<file path="src/rtl/debounce_pkg.sv">
// Shared defaults and parameter-legality check for the debounce bank.
package debounce_pkg;

    localparam int unsigned DB_CNT_W    = 18;
    localparam int unsigned DB_CNT_MAX  = 25000;
    localparam int unsigned DB_TH_HI    = 24000;
    localparam int unsigned DB_TH_LO    = 10000;
    localparam int unsigned DB_LONG_W   = 26;
    localparam int unsigned DB_LONG_CYC = 50000000;

    // Thresholds must nest inside the integrator range, and both counters must fit their widths.
    function automatic bit db_params_ok(
        input int unsigned cnt_w,
        input int unsigned cnt_max,
        input int unsigned th_hi,
        input int unsigned th_lo,
        input int unsigned long_w,
        input int unsigned long_cyc
    );
        longint unsigned cnt_lim;
        longint unsigned long_lim;
        cnt_lim  = 64'd1 << cnt_w;
        long_lim = 64'd1 << long_w;
        return (cnt_w >= 1) && (cnt_w <= 32) && (long_w >= 1) && (long_w <= 32) &&
               (th_lo > 0) && (th_lo < th_hi) && (th_hi <= cnt_max) &&
               (64'(cnt_max) < cnt_lim) &&
               (long_cyc > 0) && (64'(long_cyc) < long_lim);
    endfunction

endpackage

</file>
<file path="src/rtl/debounce_channel.sv">
// One debounce channel: synchroniser, hysteresis integrator, edge pulses, toggle, long press.
// Long-press logic is built only when DEBOUNCE_LONGPRESS_EN is defined.
module debounce_channel
    import debounce_pkg::*;
#(
    parameter int unsigned CNT_W    = DB_CNT_W,
    parameter int unsigned CNT_MAX  = DB_CNT_MAX,
    parameter int unsigned TH_HI    = DB_TH_HI,
    parameter int unsigned TH_LO    = DB_TH_LO,
    parameter int unsigned LONG_W   = DB_LONG_W,
    parameter int unsigned LONG_CYC = DB_LONG_CYC
) (
    input  logic clk,
    input  logic rst,
    input  logic raw,
    input  logic mode,
    output logic level,
    output logic press,
    output logic rise_p,
    output logic fall_p,
    output logic long_p
);

    localparam logic [CNT_W-1:0] CNT_MAX_V = CNT_W'(CNT_MAX);
    localparam logic [CNT_W-1:0] TH_HI_V   = CNT_W'(TH_HI);
    localparam logic [CNT_W-1:0] TH_LO_V   = CNT_W'(TH_LO);

    initial begin
        assert (db_params_ok(CNT_W, CNT_MAX, TH_HI, TH_LO, LONG_W, LONG_CYC))
        else $error("debounce_channel: illegal parameter set");
    end

    logic [1:0]       sync_q;
    logic             s;
    logic [CNT_W-1:0] cnt;
    logic [CNT_W-1:0] cnt_next;
    logic             level_next;
    logic             rise_next;
    logic             fall_next;
    logic             tog;
    logic             tog_next;

    assign s     = sync_q[1];
    assign press = tog;

    // Level decisions look at the integrator value being written this edge.
    always_comb begin
        cnt_next = cnt;
        if (s && (cnt < CNT_MAX_V)) begin
            cnt_next = cnt + CNT_W'(1);
        end else if (!s && (cnt != '0)) begin
            cnt_next = cnt - CNT_W'(1);
        end
        level_next = level;
        if (cnt_next >= TH_HI_V) begin
            level_next = 1'b1;
        end else if (cnt_next <= TH_LO_V) begin
            level_next = 1'b0;
        end
        rise_next = level_next & ~level;
        fall_next = ~level_next & level;
        // In momentary mode tog shadows level so a switch to toggle starts from the current level.
        tog_next  = mode ? (tog ^ rise_next) : level_next;
    end

    always_ff @(posedge clk or posedge rst) begin
        if (rst) begin
            sync_q <= 2'b00;
            cnt    <= '0;
            level  <= 1'b0;
            rise_p <= 1'b0;
            fall_p <= 1'b0;
            tog    <= 1'b0;
        end else begin
            sync_q <= {sync_q[0], raw};
            cnt    <= cnt_next;
            level  <= level_next;
            rise_p <= rise_next;
            fall_p <= fall_next;
            tog    <= tog_next;
        end
    end

`ifdef DEBOUNCE_LONGPRESS_EN
    localparam logic [LONG_W-1:0] LONG_V = LONG_W'(LONG_CYC);

    logic [LONG_W-1:0] lc;
    logic [LONG_W-1:0] lc_next;

    // Counting from level_next puts the pulse LONG_CYC-1 edges after rise_p.
    always_comb begin
        lc_next = '0;
        if (level_next) begin
            lc_next = (lc < LONG_V) ? (lc + LONG_W'(1)) : lc;
        end
    end

    always_ff @(posedge clk or posedge rst) begin
        if (rst) begin
            lc     <= '0;
            long_p <= 1'b0;
        end else begin
            lc     <= lc_next;
            long_p <= (lc != LONG_V) && (lc_next == LONG_V);
        end
    end
`else
    assign long_p = 1'b0;
`endif

endmodule

</file>
<file path="src/rtl/debounce_bank.sv">
// Bank of N independent push-button debounce channels.
// Optional long-press detection: define DEBOUNCE_LONGPRESS_EN.
module debounce_bank
    import debounce_pkg::*;
#(
    parameter int unsigned N        = 4,
    parameter int unsigned CNT_W    = DB_CNT_W,
    parameter int unsigned CNT_MAX  = DB_CNT_MAX,
    parameter int unsigned TH_HI    = DB_TH_HI,
    parameter int unsigned TH_LO    = DB_TH_LO,
    parameter int unsigned LONG_W   = DB_LONG_W,
    parameter int unsigned LONG_CYC = DB_LONG_CYC
) (
    input  logic         clk,
    input  logic         rst,
    input  logic [N-1:0] raw,
    input  logic [N-1:0] mode,
    output logic [N-1:0] level,
    output logic [N-1:0] press,
    output logic [N-1:0] rise_p,
    output logic [N-1:0] fall_p,
    output logic [N-1:0] long_p
);

    for (genvar i = 0; i < int'(N); i++) begin : g_ch
        debounce_channel #(
            .CNT_W    (CNT_W),
            .CNT_MAX  (CNT_MAX),
            .TH_HI    (TH_HI),
            .TH_LO    (TH_LO),
            .LONG_W   (LONG_W),
            .LONG_CYC (LONG_CYC)
        ) u_ch (
            .clk    (clk),
            .rst    (rst),
            .raw    (raw[i]),
            .mode   (mode[i]),
            .level  (level[i]),
            .press  (press[i]),
            .rise_p (rise_p[i]),
            .fall_p (fall_p[i]),
            .long_p (long_p[i])
        );
    end

endmodule
</file>
<file path="config.mk">
export PLATFORM = sky130hd
export DESIGN_NAME = debounce_bank
export DESIGN_NICKNAME = d
export VERILOG_FILES = /design/src/rtl/debounce_pkg.sv /design/src/rtl/debounce_channel.sv /design/src/rtl/debounce_bank.sv
export SDC_FILE = /design/constraint.sdc
export NUM_CORES = 1
export LEC_CHECK = 0
export BUFFER_PORTS_ARGS = -buffer_cell sky130_fd_sc_hd__buf_2
export CORE_MARGIN = 2
export CORE_UTILIZATION = 50
export CTS_BUF_LIST = sky130_fd_sc_hd__clkbuf_16
export CTS_CLUSTER_SIZE = 30
export DETAILED_ROUTE_END_ITERATION = 7
export HOLD_SLACK_MARGIN = 0.08
export PLACE_DENSITY = 0.72
export REMOVE_ABC_BUFFERS = 1
export SETUP_SLACK_MARGIN = 0.4
export SYNTH_ARGS = -nofsm -noshare
export SYNTH_HDL_FRONTEND = slang
export SYNTH_SLANG_ARGS = --single-unit
</file>
<file path="constraint.sdc">
create_clock -name clk -period 3.6 [get_ports clk]
set_input_delay 0.36 -clock clk [delete_from_list [all_inputs] [get_ports clk]]
set_output_delay 0.36 -clock clk [all_outputs]
set_load 0.02 [all_outputs]
</file>
[After elaboration in Yosys (flattened, before gate mapping)]
Cells that the tools add are included.
Word-level totals
  bits in registers: 96
  output and inout port bits: 20
  word-level logic and storage cells: 100
Cells by class
  add/subtract/negate cells: 8
  magnitude comparators: 12
  multiplexer cells: 20
  bitwise gates (word level): 20
  reduce and logical (&&, ||, !) cells: 16
Operator list (number)
  $mux W18: 8
  $add A18 B1 Y18 const B: 4
  $ge A18 B15 Y1 const B: 4
  $le A18 B14 Y1 const B: 4
  $lt A18 B15 Y1 const B: 4
  $reduce_bool A18 Y1: 4
  $sub A18 B1 Y18 const B: 4
  $mux W1: 12
  $and A1 B1 Y1: 8
  $logic_and A1 B1 Y1: 8
  $not A1 Y1: 8
  $logic_not A1 Y1: 4
  $xor A1 B1 Y1: 4

[Depth between registers and ports, before layout]
Gate-level depths: netlist (run 1).
  depth after elaboration: 10
  depth in mapped cells: 14
  depth with buffers taken out: 13

[Hierarchy]
From an unflattened synthesis (run 1), not the netlist that was laid out.
Second synthesis, totals
  cell total of the unflattened synthesis: 776
  area total of the unflattened synthesis: 7196.9 um^2
By module, submodules not included
  debounce_channel: times used 4, cells each 194, area each 1799.2 um^2, sequential area each 600.6 um^2

[Least setup slack after synthesis (run 1)]
Ideal clock, no wire load.
  path type: reg-to-reg
  from: reg g_ch[1].u_ch.cnt[17]
  to: reg g_ch[1].u_ch.fall_p
  arrival: 3230 ps
  path slack: 251 ps
  stages on the path, launching flop included: 11
  buffers on the path: 0
  clock period less this slack: 3349 ps
  cells stage by stage: dfrtp_1 -> nor4b_1 -> o2111a_1 -> o2111ai_1 -> a211oi_1 -> xor2_1 -> or4_1 -> or3_1 -> a221oi_2 -> nor2b_1 -> and2_1
Between the ends
  longest elaborated chain between the ends: 9
  elaborated cells between the ends (all ways): 14
  those cells by class: add/sub (2); order compare (3); mux (4); bitwise (2); reduce/logical (3)
RTL lines
  from (decl): line debounce_channel.sv:35  | logic [CNT_W-1:0] cnt;
  from (signal assigned): line debounce_channel.sv:76  | cnt <= cnt_next;
  parallel branches: the longest is 3 deep, another holds $lt A18 B15 Y1
  $mux W18 (*): line debounce_channel.sv:49  | if (s && (cnt < CNT_MAX_V)) begin
  named net g_ch[1].u_ch.cnt_next[15]: line debounce_channel.sv:36  | logic [CNT_W-1:0] cnt_next;
  $le A18 B14 Y1: line debounce_channel.sv:57  | end else if (cnt_next <= TH_LO_V) begin
  $mux W1: line debounce_channel.sv:57
  $mux W1 (*): line debounce_channel.sv:55  | if (cnt_next >= TH_HI_V) begin
  $not A1 Y1 (*): line debounce_channel.sv:61  | fall_next = ~level_next & level;
  $and A1 B1 Y1 (*): line debounce_channel.sv:61
  named net g_ch[1].u_ch.fall_next: line debounce_channel.sv:39  | logic fall_next;
  to (signal assigned): line debounce_channel.sv:79  | fall_p <= fall_next;
  to (decl): line debounce_channel.sv:20  | output logic fall_p,
Mark *: on every way through the listed nets, which the timed path passes.

[Worst setup path after layout (run 1)]
  from: reg g_ch[3].u_ch.cnt[3]
  to: reg g_ch[3].u_ch.tog
Between the ends
  longest elaborated chain between the ends: 10
  elaborated cells between the ends (all ways): 15
  those cells by class: add/sub (2); order compare (3); mux (5); bitwise (2); reduce/logical (3)
RTL lines
  from (decl): line debounce_channel.sv:35
  from (signal assigned): line debounce_channel.sv:76
  parallel branches: the longest is 3 deep, another holds $sub A18 B1 Y18
  $mux W18 (*): line debounce_channel.sv:49
  named net g_ch[3].u_ch.cnt_next[13]: line debounce_channel.sv:36
  $le A18 B14 Y1: line debounce_channel.sv:57
  $mux W1: line debounce_channel.sv:57
  $mux W1 (*): line debounce_channel.sv:55
  named net g_ch[3].u_ch.level_next: line debounce_channel.sv:37  | logic level_next;
  $and A1 B1 Y1: line debounce_channel.sv:60  | rise_next = level_next & ~level;
  $xor A1 B1 Y1: line debounce_channel.sv:63  | tog_next = mode ? (tog ^ rise_next) : level_next;
  $mux W1 (*): line debounce_channel.sv:63
  named net g_ch[3].u_ch.tog_next: line debounce_channel.sv:41  | logic tog_next;
  to (signal assigned): line debounce_channel.sv:80  | tog <= tog_next;
  to (decl): line debounce_channel.sv:40  | logic tog;
Marks and branches as above.

==> impl_metrics.yaml, run 1 <==
run_status:
  status: "completed"
clocking:
  clk_pin_slew_ns: 0.07
  cts-hold-fix-buffers: 0
  cts_buffers: 9
  htreeDepth: 3
  clock_latency_ns: 0.35
  cts_buffer_depth: 2
  cts.sinks: 96
  cts_tree: "done"
  cts_root_buffer: "clkbuf_16"
worst_setup_path:
  cp_top_family: "simple AND/OR/NAND/NOR gates"
  cp.buffers_inverters: 0
  r2r_start: "g_ch[3].u_ch.cnt[3]"
  endpoint_kind: "flop"
  crit_path_start: "g_ch[3].u_ch.cnt[3]"
  crit_chain: "or4_4, nand4b_4, o211ai_1, o21ai_1, xor2_1, nand4_1, or4_4, o31ai_2, o21ai_1, mux2_2"
  worstPathArrival_ns: 3.64
  path_class: "flop to flop"
  path_max_fanout: 6
  critical_path.slowest_cell: "or4_4"
  slowest_delay_ns: 0.60
  cp.required_ns: 3.83
  startpoint_type: "flop"
timing:
  slew_headroom_pct: 42.4
  rsz0062_at_grt: "yes"
  worst_pin_slew_ns: 0.864
  finClkSkew_ns: 0.0102
  drv_slew: 0
  finalCriticalPeriod_ns: 3.41
  setup_viol: 0
  clock.fmax_mhz: 293
  final_hold_viol_count: 0
  finalSetupTns_ns: 0
  fin_crit_sh_pct: 94.8
logic_synthesis:
  yosysWarningCount: 0
  ys_seq_area_share_pct: 40.8
  syn_area_mm2: 0.00589
  ys.flop_type: "dfrtp_1"
  synth_edf_count: 0
  synth-seq-cells: 96
  yosysUniqueCellTypes: 77
  synthArstFlopShare_pct: 100
  avgSynthCellArea_um2: 9.56
  syn-instance-count: 616
placement:
  gp_congestion: 0.916
  placed_area_mm2: 0.00617
  hpwl_um: 9830
  io_buffers: 25
worst_hold_path:
  worstHoldStart: "raw[1]"
  hold_path_class: "input port to flop"
finish:
  layout-drive-gt1-share_pct: 37.1
  diodes: 0
  nets: 761
  syn_to_final_growth_pct: 30.7
  fillers: 850
  design_area_mm2: 0.00770
pwr:
  combPwrFrac_pct: 56.4
  power_density_mw_per_mm2: 918
  seqPwrFrac_pct: 31.2
  p_switching_w: 0.00311
  peakVddDrop_uv: 583
  power.share.clock_pct: 12.4
  intPower_w: 0.00396
  switching_share_pct: 44.0
  p_leak_nw: 3.45
global_route:
  grt_start_max_net_pins: 71
  grtUsageTotal_pct: 24.3
  grt_pass1_vias: 5329
  antenna_found_initial: 0
  grt_pass1_wl_um: 25100
  grt_overflow: 0
die:
  dieArea_mm2: 0.0127
  pin_count: 30
  die_y_um: 113
  coreArea_mm2: 0.0115
  initial_core_util_pct: 51.4
  rows: 39
  die_w_um: 113
drt:
  drt_iter0_drc: 401
  via_per_inst: 6.16
  drc: 0
  ant_nets: 0
  drt_pass1_iterations: 5
  wire_per_inst_um: 19.0
  vias: 5475
  drt_wl_total_um: 16900
job:
  cap_violations: 0
power by group through the flow:
stage               registers (W)  logic (W)  clock network (W)
floorplan                 0.00212    0.00177                  0
global placement          0.00216    0.00247                  0
detailed placement        0.00218    0.00253                  0
CTS                       0.00214    0.00331           0.000897
global route              0.00228    0.00427           0.000932
finish                    0.00220    0.00399           0.000877
metal layers:
layer  up-vias  wire (um)  track usage (%)
li1       2531          -                -
met1      2699       6850             29.7
met2       189       8680             41.3
met3        56        738             5.08
met4         0        597             11.0
met5         -          0                0
sequential cells by signal (all words and copies together) (netlist names):
signal            flops
g_ch.u_ch.press       4
g_ch.u_ch.level       4
g_ch.u_ch.sync_q      8
g_ch.u_ch.cnt        72
g_ch.u_ch.fall_p      4
g_ch.u_ch.rise_p      4
worst register-to-register path, cell delays in order (launching register included):
cell,delay [ns]
dfrtp_1,0.39
or4_4,0.60
nand4b_4,0.22
o211ai_1,0.34
o21ai_1,0.16
xor2_1,0.31
nand4_1,0.13
or4_4,0.51
o31ai_2,0.24
o21ai_1,0.10
mux2_2,0.28
final cells by class:
cell class,instances,area [um2],share of cell area (%)
Timing Repair Buffer,142,1070,13.9
Inverter,32,123,1.59
Tap cell,143,179,2.32
Clock buffer,9,225,2.92
Clock inverter,7,40.0,0.520
Sequential cell,96,2420,31.5
Multi-Input combinational cell,460,3640,47.3
worst paths after layout:
kind | end | slack, ns | cells past startpoint
setup / recovery | g_ch[3].u_ch.press | 0.19 | 10
hold / removal | g_ch[1].u_ch.sync_q[0] | 0.12 | 1
setup reg to reg | g_ch[3].u_ch.press | 0.19 | 10
hold reg to reg | g_ch[3].u_ch.sync_q[1] | 0.35 | 0
max in group asynchronous | g_ch[3].u_ch.sync_q[1] | 2.64 | 3
min in group asynchronous | g_ch[1].u_ch.sync_q[1] | 0.17 | 2
cell families (layout without fill, tap and decap cells):
group / after synthesis / count (layout) / synth area share (%)
multiplexers: 6 / 6 / 1.08
buffers and inverters: 63 / 190 / 5.67
AO/OA/AOI/OAI: 130 / 130 / 15.8
flip-flops: 96 / 96 / 40.8
other: 1 / 4 / 0.0637
AND/OR/NAND/NOR: 247 / 247 / 25.1
XOR/XNOR: 63 / 63 / 9.37
adder cells (fa/ha/maj): 10 / 10 / 2.12
synth_stat cells, types with 8 or more instances:
library cell / instances / area, um2
a21oi_1: 17 / 85.1
a31oi_1: 11 / 68.8
and3_1: 19 / 119
buf_4: 20 / 150
clkbuf_1: 8 / 30.0
dfrtp_1: 96 / 2400
ha_1: 10 / 125
inv_1: 32 / 120
nand2_1: 27 / 101
nand3_1: 23 / 115
nand4_1: 17 / 106
nor2_1: 32 / 120
nor3_1: 26 / 130
nor4_1: 13 / 81.3
o21ai_0: 23 / 115
or3_1: 20 / 125
or4_1: 12 / 90.1
xnor2_1: 36 / 315
xor2_1: 27 / 236
cells in the final DEF (no fill, tap or decap), types with 7 or more instances in the layout:
| cell type | count |
|---|---|
| buf_4 | 100 |
| dfrtp_1 | 80 |
| inv_1 | 30 |
| xnor2_1 | 30 |
| nor2_1 | 28 |
| xor2_1 | 26 |
| nand2_1 | 25 |
| buf_2 | 25 |
| nand3_1 | 21 |
| o21ai_0 | 19 |
| and3_1 | 18 |
| nor3_1 | 17 |
| or3_1 | 17 |
| nand4_1 | 17 |
| buf_6 | 17 |
| dfrtp_2 | 16 |
| a21oi_1 | 15 |
| nor4_1 | 9 |
| or4_4 | 9 |
| a31oi_1 | 9 |
| ha_1 | 9 |
| clkbuf_16 | 9 |
| nor3_2 | 8 |
| nand2b_1 | 7 |
| a22oi_1 | 7 |
stage by stage:
stage | setup slack (ns) | std cells | utilization, % | total power, W | hold slack [ns]
floorplan | 0.251 | 588 | - | 0.00389 | 0.331
global placement | 0.0917 | 780 | 53.8 | 0.00462 | 0.333
detailed placement | 0.121 | 780 | 53.8 | 0.00472 | 0.336
CTS | 0.306 | 852 | 62.1 | 0.00635 | 0.106
global route | 0.0561 | 889 | 67.1 | 0.00748 | 0.111
finish | 0.189 | 889 | 67.1 | 0.00707 | 0.117
timing repair:
| action | in CTS | in global routing |
|---|---|---|
| gates resized for setup | 60 | 70 |
| setup endpoints to repair | 12 | 13 |
| buffers inserted | 56 | 37 |
| endpoints found under the hold margin | 0 | 0 |
| pin swaps | 41 | 29 |
(Power assumes the default switching activity.)
==> inputs of run 2 (changes only) <==
- ABC_AREA: not set -> 1
- CORE_UTILIZATION: 50 -> 25
- PLACE_DENSITY: 0.72 -> 0.42
==> run 2 against run 1 <==
Wire length increased by 44%. First-iteration DRC count up 18%. Die area rose to 2.8 times the previous value. Critical path type unchanged. Critical endpoint unchanged.
==> impl_metrics.yaml, run 2 <==
global_route:
  grt_util_met1_pct: 19.2
  antenna_found_initial: 0
  grt_pass1_wl_um: 40100
  globalRouteMet3Util_pct: 1.84
  grt_overflow: 0
  grtUsageTotal_pct: 14.3
  gr-usage-met2_pct: 23.9
  grt_pass1_vias: 7496
  grt_start_max_net_pins: 59
  grt.busiest_layer: "met2"
die:
  die_y_um: 187
  rows: 66
  die_w_um: 187
  pin_count: 30
  initial_core_util_pct: 25.5
  coreArea_mm2: 0.0327
  dieArea_mm2: 0.0348
logic_synthesis:
  yosys.area.top_type: "dfrtp_1"
  yosysWarningCount: 0
  synth_mux_area_share_pct: 0.270
  yosysUniqueCellTypes: 50
  ys.flop_type: "dfrtp_1"
  avgSynthCellArea_um2: 6.44
  synth_xor_area_share_pct: 6.72
  synthAdderAreaFrac_pct: 1.50
  synth_top_area_share_pct: 28.8
  yosys-top-cells-count: "438 x nand2_1, 171 x nor2_1, 136 x inv_1"
  synth-compound-area-share_pct: 6.21
  synth_edf_count: 0
  syn-instance-count: 1295
  synthSimpleGateAreaFrac_pct: 44.2
  synthArstFlopShare_pct: 100
  ys_top_cells_by_area: "dfrtp_1 29%, nand2_1 20%, nor2_1 7.7%, nand3_1 6.6%, xor2_1 6.3%"
  synth_top_family_by_area: "simple AND/OR/NAND/NOR gates"
  ys_seq_area_share_pct: 28.8
  synth.most_common_cell: "nand2_1"
  syn_area_mm2: 0.00834
  synth-seq-cells: 96
clocking:
  clk_pin_slew_ns: 0.08
  cts_buffers: 9
  cts_buffer_depth: 2
  cts.sinks: 96
  cts_root_buffer: "clkbuf_16"
  htreeDepth: 3
  clock_latency_ns: 0.38
  cts_setup_buffers: 0
  cts_tree: "done"
timing:
  finalCriticalPeriod_ns: 2.86
  finalSetupTns_ns: 0
  fin_crit_sh_pct: 79.5
  setup_viol: 0
  rsz0062_at_grt: "no"
  final_hold_viol_count: 0
  finClkSkew_ns: 0.00894
  slew_headroom_pct: 44.6
  clock.fmax_mhz: 349
  drv_slew: 0
  worst_pin_slew_ns: 0.831
job:
  cap_violations: 0
finish:
  diodes: 0
  layout-drive-gt1-share_pct: 11.2
  reg.largest.list: "g_ch.u_ch.cnt (72), g_ch.u_ch.sync_q (8)"
  final_cell_mix: "437 x nand2_1, 171 x nor2_1, 135 x inv_1, 110 x nand3_1, 96 x dfrtp_1"
  syn_to_final_growth_pct: 7.71
  top_register: "g_ch.u_ch.cnt"
  final_core_util_pct: 27.5
  layout.cells.non_filler: 1729
  layout_commonest_cell: "nand2_1"
  largest_reg_flops: 72
  nets: 1302
pwr:
  p_total_w: 0.00661
  peakVddDrop_uv: 257
  p_leak_nw: 4.34
  power_density_mw_per_mm2: 736
  combPwrFrac_pct: 50.9
  power.share.clock_pct: 18.0
  p_switching_w: 0.00339
  switching_share_pct: 51.3
  intPower_w: 0.00322
  seqPwrFrac_pct: 31.2
worst_hold_path:
  hold_path_class: "input port to flop"
placement:
  io_buffers: 25
  gp_congestion: 0.838
  hpwl_um: 18700
  post-place-cells: 1712
worst_setup_path:
  worstPathArrival_ns: 3.14
  endpoint_kind: "flop"
  cp.required_ns: 3.88
  path_max_fanout: 12
  path_class: "flop to flop"
  startpoint_type: "flop"
drt:
  drc: 0
  drt_pass1_iterations: 5
  ant_nets: 0
  vias: 7629
  via_per_inst: 4.41
  drt_iter0_drc: 473
  wire_per_inst_um: 14.0
  drt_wl_total_um: 24300
run_status:
  status: "completed"
==> run 2: changes by cell type in the layout (fill, tap and decap cells not counted), sizes merged, moves of 11 or more <==
cell,before,now
nand2,27,462
nor2,33,199
inv,33,149
buf,142,30
nand3,23,115
xor2,27,60
xnor2,36,4
o21ai,25,46
or3,20,0
and3,19,0
or4,14,0
nor4,14,3
==> run 2: cell type report <==
class,count,area (um2)
Fill cell,3662,23700
Multi-Input combinational cell,994,4930
Sequential cell,96,2400
Inverter,150,569
Tap cell,442,553
Clock buffer,9,225
Timing Repair Buffer,31,185
Clock inverter,7,118
==> run 2: logic make-up after synthesis <==
group	Yosys count
AOI/OAI and AO/OA	81
xor gates and xnor gates	64
adders and majority gates	10
buffers and inverters	208
DFF	96
muxes	1
other	1
and+or+nand+nor	834
==> run 2: path summary, 6_finish.rpt <==
check / startpoint / endpoint / slack [ns] / cells past startpoint
hold / removal: raw[2] / g_ch[2].u_ch.sync_q[0] / 0.09 / 1
setup reg to reg: g_ch[3].u_ch.cnt[0] / g_ch[3].u_ch.press / 0.74 / 19
setup / recovery: g_ch[3].u_ch.cnt[0] / g_ch[3].u_ch.press / 0.74 / 19
max in group asynchronous: rst / g_ch[2].u_ch.cnt[10] / 2.73 / 3
hold reg to reg: g_ch[2].u_ch.sync_q[0] / g_ch[2].u_ch.sync_q[1] / 0.36 / 0
min in group asynchronous: rst / g_ch[1].u_ch.cnt[17] / 0.16 / 2
==> run 2: worst max-delay path: stages, from the launching register on <==
cell and delay [ns]:
dfrtp_1 0.47, inv_1 0.15, ha_1 0.31, nand2_4 0.12
nor2_4 0.16, nand3_4 0.15, nand2_4 0.18, inv_2 0.14
nand2_1 0.09, nand2_1 0.05, nand2_1 0.05, nand2_1 0.15
nor2_1 0.13, nand2_1 0.05, nor2_1 0.14, nand3_1 0.10
nand3_1 0.09, nand2_2 0.08, nand3_1 0.07, nand2_1 0.05
==> run 2: power groups by stage <==
| stage | Combinational (W) | Sequential (W) | Clock [W] |
|---|---|---|---|
| floorplan | 0.00249 | 0.00196 | 0 |
| global placement | 0.00341 | 0.00210 | 0 |
| detailed placement | 0.00337 | 0.00208 | 0 |
| CTS | 0.00339 | 0.00206 | 0.00123 |
| global route | 0.00386 | 0.00214 | 0.00127 |
| finish | 0.00336 | 0.00206 | 0.00119 |
==> run 2: through the flow <==
| stage | area (um2) | setup slack, ns | hold WS [ns] |
|---|---|---|---|
| global route | 8990 | 0.469 | 0.0850 |
| global placement | 8630 | 0.643 | 0.336 |
| CTS | 8980 | 0.673 | 0.0801 |
| floorplan | 7890 | 0.553 | 0.331 |
| detailed placement | 8630 | 0.680 | 0.337 |
| finish | 8990 | 0.737 | 0.0931 |
==> run 2: repair_timing <==
item,4_1_cts,5_1_grt
endpoints found under the setup margin,0,1
gates resized for setup,0,1
hold endpoints to repair,1,0
hold buffers,1,0
==> run 2: metal layers <==
layer	wire length (um)	vias to the layer above	share of wire (%)
li1	-	3977	-
met1	11900	3483	49
met2	11100	143	46
met3	762	26	3.1
met4	454	0	1.9
met5	0	-	0
